$ cat config.mk
export PLATFORM = sky130hd
export DESIGN_NAME = imem_loader
export DESIGN_NICKNAME = d
export VERILOG_FILES = /design/src/rtl/imem_loader_pkg.sv /design/src/rtl/imem_word_packer.sv /design/src/rtl/imem_loader.sv
export SDC_FILE = /design/constraint.sdc
export NUM_CORES = 1
export LEC_CHECK = 0
export ABC_AREA = 0
export CORE_UTILIZATION = 30
export DETAILED_ROUTE_END_ITERATION = 8
export SYNTH_ARGS = -nofsm -noshare
export SYNTH_HDL_FRONTEND = slang
export SYNTH_SLANG_ARGS = --single-unit
$ cat constraint.sdc
create_clock -name clk -period 2.6 [get_ports clk]
set_input_delay 0.26 -clock clk [delete_from_list [all_inputs] [get_ports clk]]
set_output_delay 0.26 -clock clk [all_outputs]
set_load 0.02 [all_outputs]
$ cat src/rtl/imem_loader_pkg.sv
// Shared core definitions: instruction-memory base address, loader FSM states
// and the word-address helper used by the loader.
package imem_loader_pkg;

  localparam logic [31:0] IMEM_BASE_ADDR  = 32'h0000_1000;
  localparam logic [31:0] LDR_BASE_ADDR   = IMEM_BASE_ADDR;
  localparam int          LDR_DEPTH_WORDS = 256;

  typedef enum logic [2:0] {
    ST_IDLE,
    ST_LEN0,
    ST_LEN1,
    ST_DATA,
    ST_DONE,
    ST_ERR
  } ldr_state_t;

  function automatic logic [31:0] word_addr(input logic [31:0] base, input logic [15:0] idx);
    return base + {14'b0, idx, 2'b00};
  endfunction

endpackage

$ cat src/rtl/imem_word_packer.sv
// Little-endian byte-to-word assembler: 2-bit lane counter, 24-bit shift
// register, and a registered one-cycle word-complete pulse.
module imem_word_packer (
  input  logic        clk,
  input  logic        rst_n,
  input  logic        clr,
  input  logic        byte_fire,
  input  logic [7:0]  byte_data,
  output logic        lane_full,
  output logic        word_vld,
  output logic [31:0] word
);

  logic [1:0]  r_lane;
  logic [23:0] r_sr;
  logic        r_vld;
  logic [31:0] r_word;

  assign lane_full = byte_fire && (r_lane == 2'd3);
  assign word_vld  = r_vld;
  assign word      = r_word;

  // Bytes enter at the top so the first byte lands in bits 7:0 of the word.
  always_ff @(posedge clk or negedge rst_n) begin
    if (!rst_n) begin
      r_lane <= 2'd0;
      r_sr   <= 24'd0;
      r_vld  <= 1'b0;
      r_word <= 32'd0;
    end else begin
      r_vld <= 1'b0;
      if (clr) begin
        r_lane <= 2'd0;
        r_sr   <= 24'd0;
      end else if (byte_fire) begin
        r_lane <= r_lane + 2'd1;
        if (r_lane == 2'd3) begin
          r_word <= {byte_data, r_sr};
          r_vld  <= 1'b1;
        end else begin
          r_sr <= {byte_data, r_sr[23:8]};
        end
      end
    end
  end

endmodule

$ cat src/rtl/imem_loader.sv
// Streams a length-prefixed little-endian program image into instruction
// memory, one write strobe per assembled 32-bit word.
module imem_loader
  import imem_loader_pkg::*;
#(
  parameter logic [31:0] BASE_ADDR   = LDR_BASE_ADDR,
  parameter int          DEPTH_WORDS = LDR_DEPTH_WORDS
) (
  input  logic        clk,
  input  logic        rst_n,
  input  logic        start,
  input  logic        byte_valid,
  input  logic [7:0]  byte_data,
  output logic        byte_ready,
  output logic        we,
  output logic [31:0] waddr,
  output logic [31:0] wdata,
  output logic        busy,
  output logic        done,
  output logic        error,
  output logic [15:0] word_count
);

  localparam logic [31:0] LP_DEPTH = 32'(DEPTH_WORDS);

  ldr_state_t  r_state, w_next;
  logic [15:0] r_len, r_word_count;
  logic [31:0] r_waddr;
  logic        r_done, r_err;
  logic        w_start_ok, w_hs, w_pack_fire, w_lane_full, w_we, w_ready, w_busy;
  logic [15:0] w_len_full;

  assign w_start_ok  = start && (r_state == ST_IDLE || r_state == ST_DONE || r_state == ST_ERR);
  assign w_hs        = byte_valid && w_ready;
  assign w_pack_fire = w_hs && (r_state == ST_DATA);
  assign w_len_full  = {byte_data, r_len[7:0]};

  imem_word_packer u_packer (
    .clk       (clk),
    .rst_n     (rst_n),
    .clr       (w_start_ok),
    .byte_fire (w_pack_fire),
    .byte_data (byte_data),
    .lane_full (w_lane_full),
    .word_vld  (w_we),
    .word      (wdata)
  );

  always_ff @(posedge clk or negedge rst_n) begin
    if (!rst_n) r_state <= ST_IDLE;
    else        r_state <= w_next;
  end

  always_comb begin
    w_next  = r_state;
    w_ready = 1'b0;
    w_busy  = 1'b0;
    case (r_state)
      ST_IDLE, ST_DONE, ST_ERR: if (start) w_next = ST_LEN0;
      ST_LEN0: begin
        w_ready = 1'b1;
        w_busy  = 1'b1;
        if (w_hs) w_next = ST_LEN1;
      end
      ST_LEN1: begin
        w_ready = 1'b1;
        w_busy  = 1'b1;
        if (w_hs) begin
          if (w_len_full == 16'd0)                    w_next = ST_DONE;
          else if ({16'd0, w_len_full} > LP_DEPTH)    w_next = ST_ERR;
          else                                        w_next = ST_DATA;
        end
      end
      ST_DATA: begin
        w_ready = 1'b1;
        w_busy  = 1'b1;
        // word_count already holds the post-increment value during the write cycle.
        if (w_we && r_word_count == r_len) w_next = ST_DONE;
      end
      default: w_next = ST_IDLE;
    endcase
  end

  always_ff @(posedge clk or negedge rst_n) begin
    if (!rst_n) begin
      r_len        <= 16'd0;
      r_word_count <= 16'd0;
      r_waddr      <= 32'd0;
      r_done       <= 1'b0;
      r_err        <= 1'b0;
    end else if (w_start_ok) begin
      r_len        <= 16'd0;
      r_word_count <= 16'd0;
      r_done       <= 1'b0;
      r_err        <= 1'b0;
    end else begin
      if (r_state == ST_LEN0 && w_hs) r_len[7:0] <= byte_data;
      if (r_state == ST_LEN1 && w_hs) r_len <= w_len_full;
      if (w_lane_full) begin
        r_waddr      <= word_addr(BASE_ADDR, r_word_count);
        r_word_count <= r_word_count + 16'd1;
      end
      if (w_next == ST_DONE && r_state != ST_DONE) r_done <= 1'b1;
      if (w_next == ST_ERR  && r_state != ST_ERR)  r_err  <= 1'b1;
    end
  end

  assign byte_ready = w_ready;
  assign busy       = w_busy;
  assign we         = w_we;
  assign waddr      = r_waddr;
  assign done       = r_done;
  assign error      = r_err;
  assign word_count = r_word_count;

endmodule

# Word level (Yosys, flattened, before mapping)
# Cells that the tools add are included.
dict set report totals {
  input_bits 12
  output_inout_bits 85
  register_bits 128
}
dict set report op_classes {
  mux 25
  n_addsub 3
  magnitude_cmp 1
  n_eq_ne 13
  reduce_logical 25
  n_bitwise 1
}
# cell count
set ops {}
lappend ops {{24-bit two-way mux} 3}
lappend ops {{16-bit two-way mux} 4}
lappend ops {{13-bit by 18-bit adder with 19-bit output, first input constant} 1}
lappend ops {{3-bit two-way mux} 6}
lappend ops {{16-bit by 1-bit adder with 16-bit output, second input constant} 1}
lappend ops {{16-bit equality test} 1}
lappend ops {{16-bit by 9-bit > comparator with 1-bit output, second input constant} 1}
lappend ops {{16-bit logical NOT} 1}
lappend ops {{3-bit equality test, second input constant} 4}
lappend ops {{3-bit case mux with 4 select lines} 1}
lappend ops {{2-bit nonzero test} 6}
lappend ops {{1-bit logical AND} 9}
lappend ops {{1-bit two-way mux} 8}
lappend ops {{8-bit two-way mux} 1}
lappend ops {{3-bit by 2-bit equality test with 1-bit output, second input constant} 2}
lappend ops {{3-bit inequality test, second input constant} 2}
lappend ops {{2-bit AND reduction} 3}
lappend ops {{3-bit OR reduction} 2}
lappend ops {{2-bit two-way mux} 2}
lappend ops {{2-bit by 1-bit inequality test with 1-bit output, second input constant} 2}
lappend ops {{3-bit by 1-bit equality test with 1-bit output, second input constant} 1}
lappend ops {{3-bit logical NOT} 1}
lappend ops {{3-bit AND reduction} 1}
lappend ops {{2-bit by 1-bit adder with 2-bit output, second input constant} 1}
lappend ops {{other kinds (3)} 4}

# Logic depth before layout (Yosys ltp)
dict set report depth {
  word_depth 10
  ltp_mapped 9
  mapped_depth_nobuf 6
}

# By module
# A second synthesis with hierarchy kept.
dict set report hier_totals {
  hier_cells 438
  area_unflattened_um2 5147.4
}
# module n_inst area_per_inst_um2 cells_each
set by_module_without_submodules {}
lappend by_module_without_submodules {imem_loader 1 2716.4 252}
lappend by_module_without_submodules {imem_word_packer 1 2431.1 186}

# Worst setup path after synthesis
# Ideal clock, no wire load.
dict set report synth_timing {
  path_type {reg2reg}
  start {register r_word_count[0] (netlist: word_count[0])}
  end {register r_word_count[10] (netlist: word_count[10])}
  required_time_ns 2.522
  arrival_ns 1.809
  synth_period_minus_slack_ns 1.887
  stages_incl_launch_ff 6
  setup_ns 0.078
  slack_ns 0.713
  cell_sequence {dfrtp_1 -> ha_1 -> nand4_1 -> or4_4 -> or3_1 -> a21oi_1}
}
dict set report synth_via {
  elab_chain_cells 3
}
# item line_no
set synth_lines {}
lappend synth_lines {{start, declared} imem_loader.sv:27} ;# logic [15:0] r_len, r_word_count;
lappend synth_lines {{start signal, assigned} imem_loader.sv:101} ;# r_word_count <= r_word_count + 16'd1;
lappend synth_lines {{16-bit by 1-bit adder with 16-bit output} imem_loader.sv:101}
lappend synth_lines {{16-bit two-way mux} imem_loader.sv:99} ;# if (w_lane_full) begin
lappend synth_lines {{16-bit two-way mux} imem_loader.sv:91} ;# end else if (w_start_ok) begin
# Every way passes these cells. The select of a mux whose other input is x is not followed.
# A chain may end at the register's enable or synchronous reset.

# Worst setup path after layout
dict set report layout_timing {
  start {register r_state[1]}
  end {output port busy}
}
dict set report layout_via {
  elab_chain_cells 3
}
# item line_no
set layout_lines {}
lappend layout_lines {{start, declared} imem_loader.sv:26} ;# ldr_state_t r_state, w_next;
lappend layout_lines {{start signal, assigned} imem_loader.sv:51} ;# else r_state <= w_next;
lappend layout_lines {{3-bit by 2-bit equality test with 1-bit output or 3-bit by 1-bit equality test with 1-bit output (tied branches)} imem_loader.sv:58} ;# case (r_state)
lappend layout_lines {{3-bit OR reduction (no line) (*)} --}
lappend layout_lines {{1-bit two-way mux (*)} imem_loader.sv:58}
lappend layout_lines {{end, declared} imem_loader.sv:18} ;# output logic busy,
# Mark *: on every way between the ends. The rest lies on a longest branch, timed or not.

==> results.cfg <==
[outcome]
status = finished, final reports clean

[timing]
tightest_slew_ns = 0.6407
rsz0062_at_grt = no
hold_violations = 0
finalSetupViolCount = 0
slew_headroom = 0.5689
fmaxAchievable_mhz = 474.2
post-route-period-util = 0.8111
final.setup_skew_ns = 0.005323
fin_tns_setup_ns = 0
drv_slew = 0
fin_crit_ns = 2.109

[drt]
viasPerCell = 4.552
drt_iter0_drc = 255
wl_per_cell_um = 14.37
drt-total-wl_mm = 12.60
drt_pass1_iterations = 4
drc = 0
routed-via-count = 3992
ant_nets = 0

[critical_path]
cp.arrival_ns = 1.85
startpoint_type = flop
end_kind = output port
cp_max_fo = 15
path_class = reg -> out
worstPathRequired_ns = 2.34

[synth]
postSynthAreaPerCell_um2 = 8.985
ys.flop_type = dfrtp_1
netlist.area_leader.share = 0.5600
synth_area_um2 = 5050
synth_top_cell_by_area = dfrtp_1
synth_seq_area_share = 0.5600
synth_seq_cells = 113
synth.area.top_cells = dfrtp_1 (56%), nand2_1 (16%), xnor2_1 (4.2%)
synthesis.instances = 562
synth_edf_count = 0
yosys_warnings = 0
synth.distinct_cells = 38
async_flop_share = 1.000

[power_and_ir_drop]
peakVddDrop_v = 0.0004962
p_leak_nw = 3.068
power_density_nw_per_um2 = 1034
power_mw = 6.910

[placement]
gp_congestion = 0.8189
hpwl_mm = 8.737
numPortBuffers = 81

[final_layout]
fillers = 1617
diodes = 0
fin_nets = 659
syn_to_final_growth_pct = 32.36
layout-drive-gt1-share = 0.08067
post-route-util = 0.4045

[clock_tree]
htreeDepth = 4
cts_tree = built
clk_pin_slew_ns = 0.06
clock_path_buffers = 2
cts_buffers = 17
clkLatencyLatePin_ns = 0.41
clock-root-buffer = clkbuf_16
cts.sinks = 113

[floorplan]
io_pins = 97
die_area_um2 = 17360
core_um2 = 16520
start_util = 0.3056
std_cell_rows = 47
fp.dieH_um = 131.7
die_x_um = 131.7

[global_route]
grt_pass1_vias = 4007
antenna_found_initial = 0
grt_max_degree = 62
grtUsageTotal = 0.1539
gr-total-overflow = 0
grt_pass1_wl_mm = 20.93

[flow_run]
drv_cap = 0

[hold_path]
hp-class = in -> async
cell families (layout without fill, tap and decap cells):
family                   after synthesis  count (layout)  synth area share
AND/OR/NAND/NOR                      290             290            0.2423
XOR/XNOR                              30              30           0.05203
buffers and inverters                 51             132           0.05302
AO/OA/AOI/OAI                         69              69           0.07458
flip-flops                           113             113            0.5600
multiplexers                           5               5          0.009911
adder cells (fa/ha/maj)                3               3          0.007434
other                                  1              15         0.0007426
sequential cells by signal, summed over array words and instances, names as in the netlist:
name and flops:
done 1, error 1, r_len 16, r_state 3, u_packer.r_lane 2, u_packer.r_sr 24, u_packer.word 32, u_packer.word_vld 1
waddr 17, word_count 16
cell usage after synthesis (all sizes together), types with 2 or more instances:
library cell / instances
dfrtp: 113
nor3: 4
mux2i: 5
nand4: 7
clkbuf: 18
nand2b: 2
inv: 6
o31ai: 3
xor2: 6
a31oi: 3
a21oi: 22
and2: 3
and3: 3
o21ai: 35
nor2b: 3
nand2: 219
buf: 27
nand3b: 2
nor4: 6
xnor2: 24
nor2: 24
or3: 2
nand3: 10
ha: 3
or2: 2
final cells by class:
class / instances / area [um^2] / area share
clock buffer: 19 / 452.9 / 0.06776
clock inverter: 13 / 172.7 / 0.02583
inverter: 6 / 22.52 / 0.003370
multi-input combinational: 412 / 2012 / 0.3010
sequential: 113 / 2828 / 0.4231
tap: 220 / 275.3 / 0.04118
timing repair buffer: 94 / 920.9 / 0.1378
report_power, final:
part	leakage (nW)	switching [mW]	internal, mW
registers	1.53	0.391	2.23
logic	1.23	1.05	0.806
clock network	0.305	0.851	1.57
total	3.07	2.29	4.62
critical path: stages (launching register included):
cell and delay [ns]:
dfrtp_1 0.60, nor2_1 0.08, nor2_1 0.14, clkdlybuf4s50_1 0.62
worst paths after layout:
kind	slack, ns	start	cells after the start	endpoint
max	0.49	r_state[1]	3	busy
min	0.37	rst_n	2	u_packer.word[19]
max reg2reg	0.56	word_count[1]	5	word_count[10]
min reg2reg	0.47	u_packer.r_sr[2]	2	u_packer.word[2]
max in group asynchronous	1.47	rst_n	3	u_packer.r_sr[14]
min in group clk	0.47	u_packer.r_sr[2]	2	u_packer.word[2]
what timing repair did:
action | in CTS | in global routing
setup buffers | 0 | 0
gates resized for setup | 0 | 0
hold endpoints to repair | 38 | 0
hold buffers | 1 | 0
metal layers:
metal | up-vias | GRT usage | share of wire
met5 | - | 0 | 0
met4 | 0 | 0.06718 | 0.019
met3 | 19 | 0.04575 | 0.048
met2 | 101 | 0.2369 | 0.46
met1 | 1915 | 0.2005 | 0.47
li1 | 1957 | - | -
per-stage QoR:
stage	cells	hold WS, ns	instance area (um^2)	setup slack [ns]
6_report	877	0.3726	6684	0.4912
5_1_grt	877	0.4323	6684	0.4127
4_1_cts	877	0.3905	6684	0.4758
3_5_place_dp	844	0.2848	6048	0.4695
3_3_place_gp	844	0.2645	6048	0.4803
2_1_floorplan	576	-0.03559	5102	0.7134
layout by cell type, fill, tap and decap left out, types with 12 or more instances in the layout:
master	Yosys	routed
dfrtp_1	113	113
nor2_1	24	23
o21ai_0	35	34
conb_1	1	15
nand2_1	219	218
clkbuf_16	0	17
clkdlybuf4s50_1	0	80
xnor2_1	24	24
a21oi_1	22	22
buf_4	17	12
Power figures use the tool's default switching activity.
